<file path="config.mk">
export PLATFORM = sky130hd
export DESIGN_NAME = div_unit_flat
export DESIGN_NICKNAME = d
export VERILOG_FILES = /design/src/rtl/mips_pkg.sv /design/src/rtl/div_unit_if.sv /design/src/rtl/div_unit.sv /design/src/flat_wrapper.sv
export SDC_FILE = /design/constraint.sdc
export NUM_CORES = 1
export LEC_CHECK = 0
export CAP_MARGIN = 20
export CORE_UTILIZATION = 51
export CTS_CLUSTER_SIZE = 40
export DETAILED_ROUTE_END_ITERATION = 12
export PLACE_DENSITY = 0.88
export SYNTH_ARGS = -nofsm -noshare
export SYNTH_HDL_FRONTEND = slang
export SYNTH_SLANG_ARGS = --single-unit
</file>
<file path="constraint.sdc">
create_clock -name clk -period 3.4 [get_ports clk]
set_input_delay 0.68 -clock clk [delete_from_list [all_inputs] [get_ports clk]]
set_output_delay 0.68 -clock clk [all_outputs]
set_load 0.05 [all_outputs]
</file>
<file path="src/rtl/mips_pkg.sv">
// Shared MIPS datapath definitions: word width and the divider state encoding.
package mips_pkg;
   localparam int WORD_W = 32;

   typedef enum logic [1:0] {
      IDLE = 2'd0,
      RUN  = 2'd1,
      FIX  = 2'd2
   } div_state_t;
endpackage

</file>
<file path="src/rtl/div_unit_if.sv">
// Start/result handshake between the control unit (master) and the divider (slave).
interface div_unit_if #(parameter int WIDTH = mips_pkg::WORD_W);
   logic             DIV_on;
   logic [WIDTH-1:0] A_in;
   logic [WIDTH-1:0] B_in;
   logic [WIDTH-1:0] Hi_out;
   logic [WIDTH-1:0] Lo_out;
   logic             div_busy;
   logic             div_done;
   logic             div_zero;

   modport master (
      output DIV_on, A_in, B_in,
      input  Hi_out, Lo_out, div_busy, div_done, div_zero
   );

   modport slave (
      input  DIV_on, A_in, B_in,
      output Hi_out, Lo_out, div_busy, div_done, div_zero
   );
endinterface

</file>
<file path="src/rtl/div_unit.sv">
// Multicycle signed restoring divider: 32 iterations on magnitudes, then one
// sign-fix cycle. Quotient goes to Lo_out, remainder to Hi_out.
module div_unit
   import mips_pkg::*;
#(
   parameter int WIDTH = WORD_W
) (
   input  logic       clk,
   input  logic       reset,
   div_unit_if.slave  bus
);
   localparam int CNT_W = $clog2(WIDTH);

   div_state_t       state;
   logic [CNT_W-1:0] cnt;
   logic             sa;
   logic             sb;
   logic [WIDTH-1:0] mag_b;
   logic [WIDTH-1:0] quo;
   logic [WIDTH:0]   rem;
   logic [WIDTH:0]   rem_sh;
   logic [WIDTH:0]   trial;
   logic             start;
   logic             b_zero;

   assign b_zero = (bus.B_in == '0);
   assign start  = (state == IDLE) && bus.DIV_on && !b_zero;
   assign rem_sh = (rem << 1) | {{WIDTH{1'b0}}, quo[WIDTH-1]};
   assign trial  = rem_sh - {1'b0, mag_b};

   // NOTE: state registers use non-blocking assignments so every flop samples
   // pre-edge values; blocking here would create order-dependent simulation.
   always_ff @(posedge clk) begin
      if (reset) begin
         state        <= IDLE;
         cnt          <= '0;
         bus.div_busy <= 1'b0;
         bus.div_done <= 1'b0;
         bus.div_zero <= 1'b0;
      end else begin
         bus.div_done <= 1'b0;
         bus.div_zero <= 1'b0;
         case (state)
            IDLE: begin
               if (bus.DIV_on) begin
                  if (b_zero) begin
                     bus.div_zero <= 1'b1;
                     bus.div_done <= 1'b1;
                  end else begin
                     state        <= RUN;
                     cnt          <= '0;
                     bus.div_busy <= 1'b1;
                  end
               end
            end
            RUN: begin
               cnt <= cnt + 1'b1;
               if (cnt == CNT_W'(WIDTH - 1)) state <= FIX;
            end
            FIX: begin
               state        <= IDLE;
               bus.div_busy <= 1'b0;
               bus.div_done <= 1'b1;
            end
            default: begin
               state        <= IDLE;
               cnt          <= '0;
               bus.div_busy <= 1'b0;
            end
         endcase
      end
   end

   always_ff @(posedge clk) begin
      if (reset) begin
         sa         <= 1'b0;
         sb         <= 1'b0;
         mag_b      <= '0;
         quo        <= '0;
         rem        <= '0;
         bus.Hi_out <= '0;
         bus.Lo_out <= '0;
      end else begin
         case (state)
            IDLE: begin
               if (start) begin
                  sa    <= bus.A_in[WIDTH-1];
                  sb    <= bus.B_in[WIDTH-1];
                  mag_b <= bus.B_in[WIDTH-1] ? -bus.B_in : bus.B_in;
                  quo   <= bus.A_in[WIDTH-1] ? -bus.A_in : bus.A_in;
                  rem   <= '0;
               end
            end
            RUN: begin
               // A clear sign bit on the trial means the divisor fits: keep it.
               rem <= trial[WIDTH] ? rem_sh : trial;
               quo <= {quo[WIDTH-2:0], ~trial[WIDTH]};
            end
            FIX: begin
               bus.Lo_out <= (sa ^ sb) ? -quo : quo;
               bus.Hi_out <= sa ? -rem[WIDTH-1:0] : rem[WIDTH-1:0];
            end
            default: ;
         endcase
      end
   end
endmodule

</file>
<file path="src/flat_wrapper.sv">
// flat-port wrapper written by rule: the top's interface ports become plain ports
module div_unit_flat import mips_pkg::*;
#(
   parameter int WIDTH = WORD_W
)
  (clk, reset, bus_DIV_on, bus_A_in, bus_B_in, bus_Hi_out, bus_Lo_out, bus_div_busy, bus_div_done, bus_div_zero);
  div_unit_if #(.WIDTH(WIDTH)) bus_i ();
  input  logic clk;
  input  logic reset;
  input wire logic [$bits(bus_i.DIV_on)-1:0] bus_DIV_on;
  input wire logic [$bits(bus_i.A_in)-1:0] bus_A_in;
  input wire logic [$bits(bus_i.B_in)-1:0] bus_B_in;
  output wire logic [$bits(bus_i.Hi_out)-1:0] bus_Hi_out;
  output wire logic [$bits(bus_i.Lo_out)-1:0] bus_Lo_out;
  output wire logic [$bits(bus_i.div_busy)-1:0] bus_div_busy;
  output wire logic [$bits(bus_i.div_done)-1:0] bus_div_done;
  output wire logic [$bits(bus_i.div_zero)-1:0] bus_div_zero;
  assign bus_i.DIV_on = bus_DIV_on;
  assign bus_i.A_in = bus_A_in;
  assign bus_i.B_in = bus_B_in;
  assign bus_Hi_out = bus_i.Hi_out;
  assign bus_Lo_out = bus_i.Lo_out;
  assign bus_div_busy = bus_i.div_busy;
  assign bus_div_done = bus_i.div_done;
  assign bus_div_zero = bus_i.div_zero;
  div_unit #(.WIDTH(WIDTH)) u_core (.clk(clk), .reset(reset), .bus(bus_i));
endmodule
</file>
==> reports/metrics.cfg, run 1 <==
[synth]
synthMostInstantiatedCell=nor2_1
yosys-top-cells-area=dfxtp_1, nor2_1, xor2_1
avgSynthCellArea_um2=7.93
synth_area_leader_cell=dfxtp_1
async_flop_share_pct=0
syn_nets=1426
ys_warn_count=0
ys.flop_type=dfxtp_1
yosysUniqueCellTypes=57
synth.cell_area_um2=10500
ys_ff_latch=172
synth_commonest_cells=nor2_1, dfxtp_1, nand2_1
yosys.area.top_type_share_pct=32.9
synth_edf_count=0
seq_area_frac_synth_pct=32.9
syn_inst=1320

[critical_path]
critPathKind=reg -> reg
ff2ff_setup_slack_ns=0.11
r2r-end=u_core.rem[11]
cp_slowest_stage_delay_ns=0.39
path_cells=inv_2 -> ha_4 -> fa_2 -> nor2b_2 -> o2111ai_2 -> a211o_1 -> a2111oi_4 -> buf_4 -> o21ai_2 -> xnor2_4 -> buf_12 -> mux2i_2 -> o21ai_0
crit_start=u_core.quo[31]
critPathArrivalTime_ns=3.60
start_kind=flop
cp_max_fo=15
slowest_stage=fa_2
ff2ff_path_depth=13
r2r_start=u_core.quo[31]
required_ns=3.70
endpoint_kind=flop

[sta]
final.setup_skew_ns=0.0123
tightest_slew_ns=0.920
tns_ns=0
period_needed_ns=3.29
final-hold-violation-count=0
setup_ws_ns=0.105
fmax_mhz=304
rsz0062_at_grt=no
fin_crit_sh_pct=96.9
drv_slew=0
slew_headroom_pct=38.7
finalSetupViolations=0

[clock_network]
postCtsHoldBufs=0
cts_buffers=17
root_buffer=clkbuf_16
clock_path_buffers=2
path_clk_slew_ns=0.07
cts.sinks=172
clkLatencyLatePin_ns=0.44
htree_levels=4
cts_tree=done

[worst_hold_path]
whs_endpoint=u_core.bus.Lo_out[26]
min_from=u_core.bus.Lo_out[26]
min_path_cells=2
hp-class=reg -> reg

[placement]
io_buffers=133
globalplace.congestion=0.917
dp_hpwl_mm=21.3
pre_cts_slack_ns=-0.223
post_dp_cell_area_um2=12600

[final_layout]
drive_gt1_share_pct=10.0
area_growth_pct=26.7
fin_area_um2=13300
antennaDiodeCount=0
nNetsFinal=1589

[pwr]
combPwrFrac_pct=20.2
netSwitchingFraction_pct=30.4
internal_power_uw=3520
vdd_drop_max_v=0.000399
leakagePower_uw=0.00504
pwr-share-clk_pct=37.1
p_total_uw=5060
seqPwrFrac_pct=42.8
p_sw_uw=1540
cellPowerDensity_nw_per_um2=381

[floorplan]
start_util_pct=51.9
die_w_um=145
row_count=52
dieArea_um2=21100
io_pins=134
core_um2=20200
die_h_um=145

[global_routing]
grt_pass1_wl_mm=47.5
grt.total_usage_pct=27.2
grt_max_degree=91
overflow=0
antenna_found_initial=0
grt_pass1_vias=9612

[drt]
antenna_left=0
vias=10423
totalWireLength_mm=29.1
drtIter0Drc=987
drt-wirelength-per-cell_um=16.5
first_pass_iters=7
drc=0
via_per_inst=5.90

[flow_run]
maxCapViolCount=0

[run_status]
status=completed

[power by group through the flow]
| stage | registers [uW] | logic (uW) | clock network [uW] |
|---|---|---|---|
| finish | 2160 | 1020 | 1870 |
| floorplan | 2180 | 651 | 0 |
| detailed placement | 2200 | 975 | 0 |
| CTS | 2160 | 994 | 1880 |
| global route | 2170 | 1120 | 1960 |
| global placement | 2200 | 948 | 0 |
[per-layer routing]
metal,vias to the layer above,global-route usage (%),routed length [um]
met4,2,8.42,591
met3,53,5.57,2490
li1,5108,-,-
met1,4834,37.6,13100
met2,426,42.3,12900
met5,-,0,6
[through the flow]
stage	std cells	hold slack (ns)	util [%]
floorplan	1320	0.432	-
global placement	1730	0.439	62.4
detailed placement	1730	0.452	62.4
CTS	1762	0.461	65.2
global route	1766	0.489	65.7
finish	1766	0.461	65.7
[worst max-delay path, delay by kind of cell, from the launching register on]
family          cells  cell delay (ns)
mux                 1             0.25
xor+xnor            1             0.32
buf+inv             3             0.43
compound gates      5             1.10
fa+ha+maj           2             0.55
flops               1             0.33
simple gates        1             0.16
[sequential cells by signal, indices dropped and copies added, names as in the netlist]
| name | flops |
|---|---|
| u_core.bus.Hi_out | 32 |
| u_core.bus.Lo_out | 32 |
| u_core.mag_b | 32 |
| u_core.quo | 32 |
| u_core.rem | 32 |
| u_core.cnt | 5 |
| u_core.state | 2 |
| u_core.bus.div_busy | 1 |
| u_core.bus.div_done | 1 |
| u_core.bus.div_zero | 1 |
| u_core.sa | 1 |
| u_core.sb | 1 |
[worst max path at each step]
stage	slack (ns)	endpoint
floorplan	0.17	u_core.rem[18]
global placement	-0.19	u_core.mag_b[29]
detailed placement	-0.22	u_core.mag_b[29]
CTS	0.02	u_core.rem[29]
global route	0.007	u_core.rem[11]
finish	0.11	u_core.rem[11]
[cells in the final DEF (no fill, tap or decap), types with 5 or more instances in the layout]
cell type | Yosys | final
nor3_1 | 11 | 11
o21ai_0 | 84 | 82
nor4_1 | 12 | 12
ha_1 | 38 | 37
or4_1 | 13 | 13
o41ai_1 | 19 | 19
xor2_1 | 70 | 70
o21bai_1 | 5 | 5
or3_1 | 22 | 22
mux2i_1 | 21 | 20
a211oi_1 | 81 | 81
clkbuf_16 | 0 | 18
a21o_1 | 18 | 18
o211ai_1 | 6 | 6
nand2b_1 | 12 | 12
a21oi_1 | 81 | 81
buf_12 | 0 | 8
clkdlybuf4s50_1 | 0 | 132
nand3_1 | 14 | 13
and2_1 | 7 | 7
a22oi_1 | 11 | 11
inv_1 | 53 | 52
a311oi_1 | 7 | 7
a31oi_1 | 8 | 8
clkinv_4 | 0 | 5
buf_4 | 0 | 82
nor2b_1 | 10 | 7
a221oi_1 | 21 | 21
o31ai_1 | 29 | 29
nand4_1 | 13 | 13
dfxtp_1 | 172 | 171
xnor2_1 | 67 | 67
nor2_1 | 175 | 175
o21a_1 | 5 | 5
nand2_1 | 113 | 112
[layout make-up]
type | count | area (um2)
Clock buffer | 20 | 457
Clock inverter | 12 | 103
Fill cell | 1583 | 6910
Inverter | 53 | 199
Multi-Input combinational cell | 1016 | 6600
Sequential cell | 172 | 3440
Tap cell | 270 | 338
Timing Repair Buffer | 223 | 2120
[logic make-up (layout without fill, tap and decap cells)]
logic type	count (synthesis)	in the layout	share of synthesized area [%]
xor+xnor	138	138	11.6
simple gates	418	418	18.3
mux	23	23	2.22
flops	172	172	32.9
buf+inv	132	308	4.88
fa+ha+maj	39	39	4.73
compound gates	398	398	25.4
[repair_timing]
action	4_1_cts	5_1_grt
endpoints found under the setup margin	27	30
setup buffers	0	4
pin swaps	0	7
gates resized for setup	5	14
cloned	0	1
No activity file was read; power rests on OpenSTA's default activity.
==> inputs of run 2 (changes only) <==
Settings changed: CORE_UTILIZATION 51 to 50, PLACE_DENSITY 0.88 to 0.87.
==> reports/metrics.cfg, run 2 (synthesis results as in run 1) <==
[run_status]
status=completed

[pwr]
cellPowerDensity_nw_per_um2=387  ; +1.6%
p_sw_uw=1540  ; +0.38%
seqPwrFrac_pct=41.7  ; -1.1 points
combPwrFrac_pct=20.0  ; -0.2 points
internal_power_uw=3640  ; +3.4%
netSwitchingFraction_pct=29.8  ; -0.62 points
vdd_drop_max_v=0.000300  ; -25%
p_total_uw=5180  ; +2.5%
pwr-share-clk_pct=38.2  ; +1.1 points
leakagePower_uw=0.00510  ; +1.2%

[clock_network]
clkLatencyLatePin_ns=0.44  ; about the same
cts_buffers=17  ; unchanged
cts_tree=done
root_buffer=clkbuf_16
htree_levels=4  ; unchanged
clock_path_buffers=2  ; unchanged
postCtsHoldBufs=0  ; unchanged
cts.sinks=172  ; unchanged
path_clk_slew_ns=0.07  ; about the same

[sta]
fmax_mhz=306  ; +0.89%
drv_slew=0  ; unchanged
finalSetupViolations=0  ; unchanged
final.setup_skew_ns=0.0103  ; -0.00196 ns
final-hold-violation-count=0  ; unchanged
period_needed_ns=3.27  ; -0.0291 ns
slew_headroom_pct=40.4  ; +1.8 points
tightest_slew_ns=0.894  ; -0.0267 ns
rsz0062_at_grt=no
fin_crit_sh_pct=96.0  ; -0.86 points
whs_ns=0.460  ; -0.00153 ns

[drt]
drc=0  ; unchanged
vias=10503  ; +0.77%
first_pass_iters=6  ; -1
via_per_inst=5.94  ; +0.65%
drt-wirelength-per-cell_um=16.7  ; +1.6%
antenna_left=0  ; unchanged
totalWireLength_mm=29.6  ; +1.7%
drtIter0Drc=1073  ; +8.7%

[final_layout]
area_growth_pct=27.7
fillerInstances=1578  ; -0.32%
seqCellArea_um2=3440  ; unchanged
nNetsFinal=1591  ; +0.13%
drive_gt1_share_pct=10.1  ; +0.053 points
antennaDiodeCount=0  ; unchanged
fin_area_um2=13400  ; +0.85%
final_common_cell=nor2_1
final_cell_mix=nor2_1, dfxtp_1, clkdlybuf4s50_1, nand2_1
multiInputGateArea_um2=6620  ; +0.27%
final_cells=1768  ; +0.11%

[global_routing]
grt_pass1_wl_mm=46.4  ; -2.3%
grt_pass1_vias=9208  ; -4.2%
antenna_found_initial=0  ; unchanged
grt_max_degree=90  ; -1.1%
grt.total_usage_pct=26.3  ; -0.87 points
overflow=0  ; unchanged

[worst_hold_path]
hp-class=reg -> reg

[placement]
dp_cells=1729  ; -0.058%
post_dp_cell_area_um2=12600  ; about the same
dp_hpwl_mm=21.4  ; +0.76%
io_buffers=133  ; unchanged
globalplace.congestion=0.911  ; -0.70%

[critical_path]
critPathKind=reg -> reg
cp_max_fo=5  ; -10
ff2ff_setup_slack_ns=0.13  ; +0.03 ns
critPathArrivalTime_ns=3.60  ; about the same
required_ns=3.73  ; +0.03 ns
start_kind=flop
endpoint_kind=flop

[flow_run]
maxCapViolCount=0  ; unchanged

[floorplan]
core_um2=20400  ; +0.97%
io_pins=134  ; unchanged
start_util_pct=51.4  ; -0.50 points
dieArea_um2=21500  ; +2.0%
die_w_um=147  ; +0.98%
row_count=52  ; unchanged
die_h_um=147  ; +0.98%

## run 2: cell count changes in the layout (fill, tap and decap cells not counted), moves of 2 or more
cell       previous run  this run
clkbuf_8              2         0
clkbuf_16            18        20
bufinv_16             0         2
clkinv_2              1         4
clkinv_4              5         2
## run 2: area by class of cell
cell class,instances,area share [%]
Clock buffer,18,3.21
Multi-Input combinational cell,1016,49.5
Sequential cell,172,25.8
Tap cell,270,2.53
Timing Repair Buffer,225,16.3
Clock inverter,14,1.22
Inverter,53,1.49
## run 2: final timing paths
check,start,end,cells past startpoint
worst max-delay path,u_core.quo[31],u_core.rem[19],15
worst min-delay path,u_core.bus.Hi_out[0],u_core.bus.Hi_out[0],2
worst max register to register,u_core.quo[31],u_core.rem[19],15
worst min register to register,u_core.bus.Hi_out[0],u_core.bus.Hi_out[0],2
## run 2: power groups by stage
| stage | logic [uW] | clock network (uW) | registers (uW) |
|---|---|---|---|
| 4_1_cts | 996 | 1990 | 2150 |
| 3_5_place_dp | 984 | 0 | 2200 |
| 6_report | 1040 | 1980 | 2160 |
| 3_3_place_gp | 958 | 0 | 2200 |
| 5_1_grt | 1130 | 2080 | 2170 |
| 2_1_floorplan | 651 | 0 | 2180 |
## run 2: worst max-delay path, stage by stage (launching register included)
cell and delay, ns:
dfxtp_2 0.33, inv_2 0.05, ha_4 0.16, fa_2 0.41
nor2b_4 0.16, o2111ai_4 0.15, a211o_1 0.35, a2111oi_4 0.36
buf_4 0.17, o21ai_2 0.10, xnor2_4 0.17, buf_12 0.16
buf_4 0.15, nand3_1 0.10, o21ai_0 0.12, a22o_1 0.22
## run 2: per-stage QoR
stage	util [%]	TNS [ns]	setup slack, ns
floorplan	-	0	0.165
global placement	61.8	-0.455	-0.194
detailed placement	61.8	-7.79	-0.246
CTS	64.8	0	0.00189
global route	65.7	0	0.0301
finish	65.7	0	0.135
## run 2: repair_timing
item | in CTS | in global routing
endpoints found under the hold margin | 0 | 0
endpoints found under the setup margin | 19 | 34
pin swaps | 1 | 6
setup buffers | 0 | 5
gates cloned | 0 | 3
gates resized for setup | 3 | 16
## run 2: metal layers
metal	up-vias	global-route usage, %	part of all wire [%]
li1	5103	-	-
met1	4878	38.4	46
met2	478	40.5	44
met3	44	4.01	8.4
met4	0	6.15	1.6
met5	-	0	0
==> inputs of run 3 (changes only) <==
Settings changed: CORE_UTILIZATION 50 to 51, CTS_CLUSTER_SIZE 40 to unset, PLACE_DENSITY 0.87 to 0.88.
==> results of run 3 <==
Same layout as run 1: the final DEF is identical, and so are final timing and power.
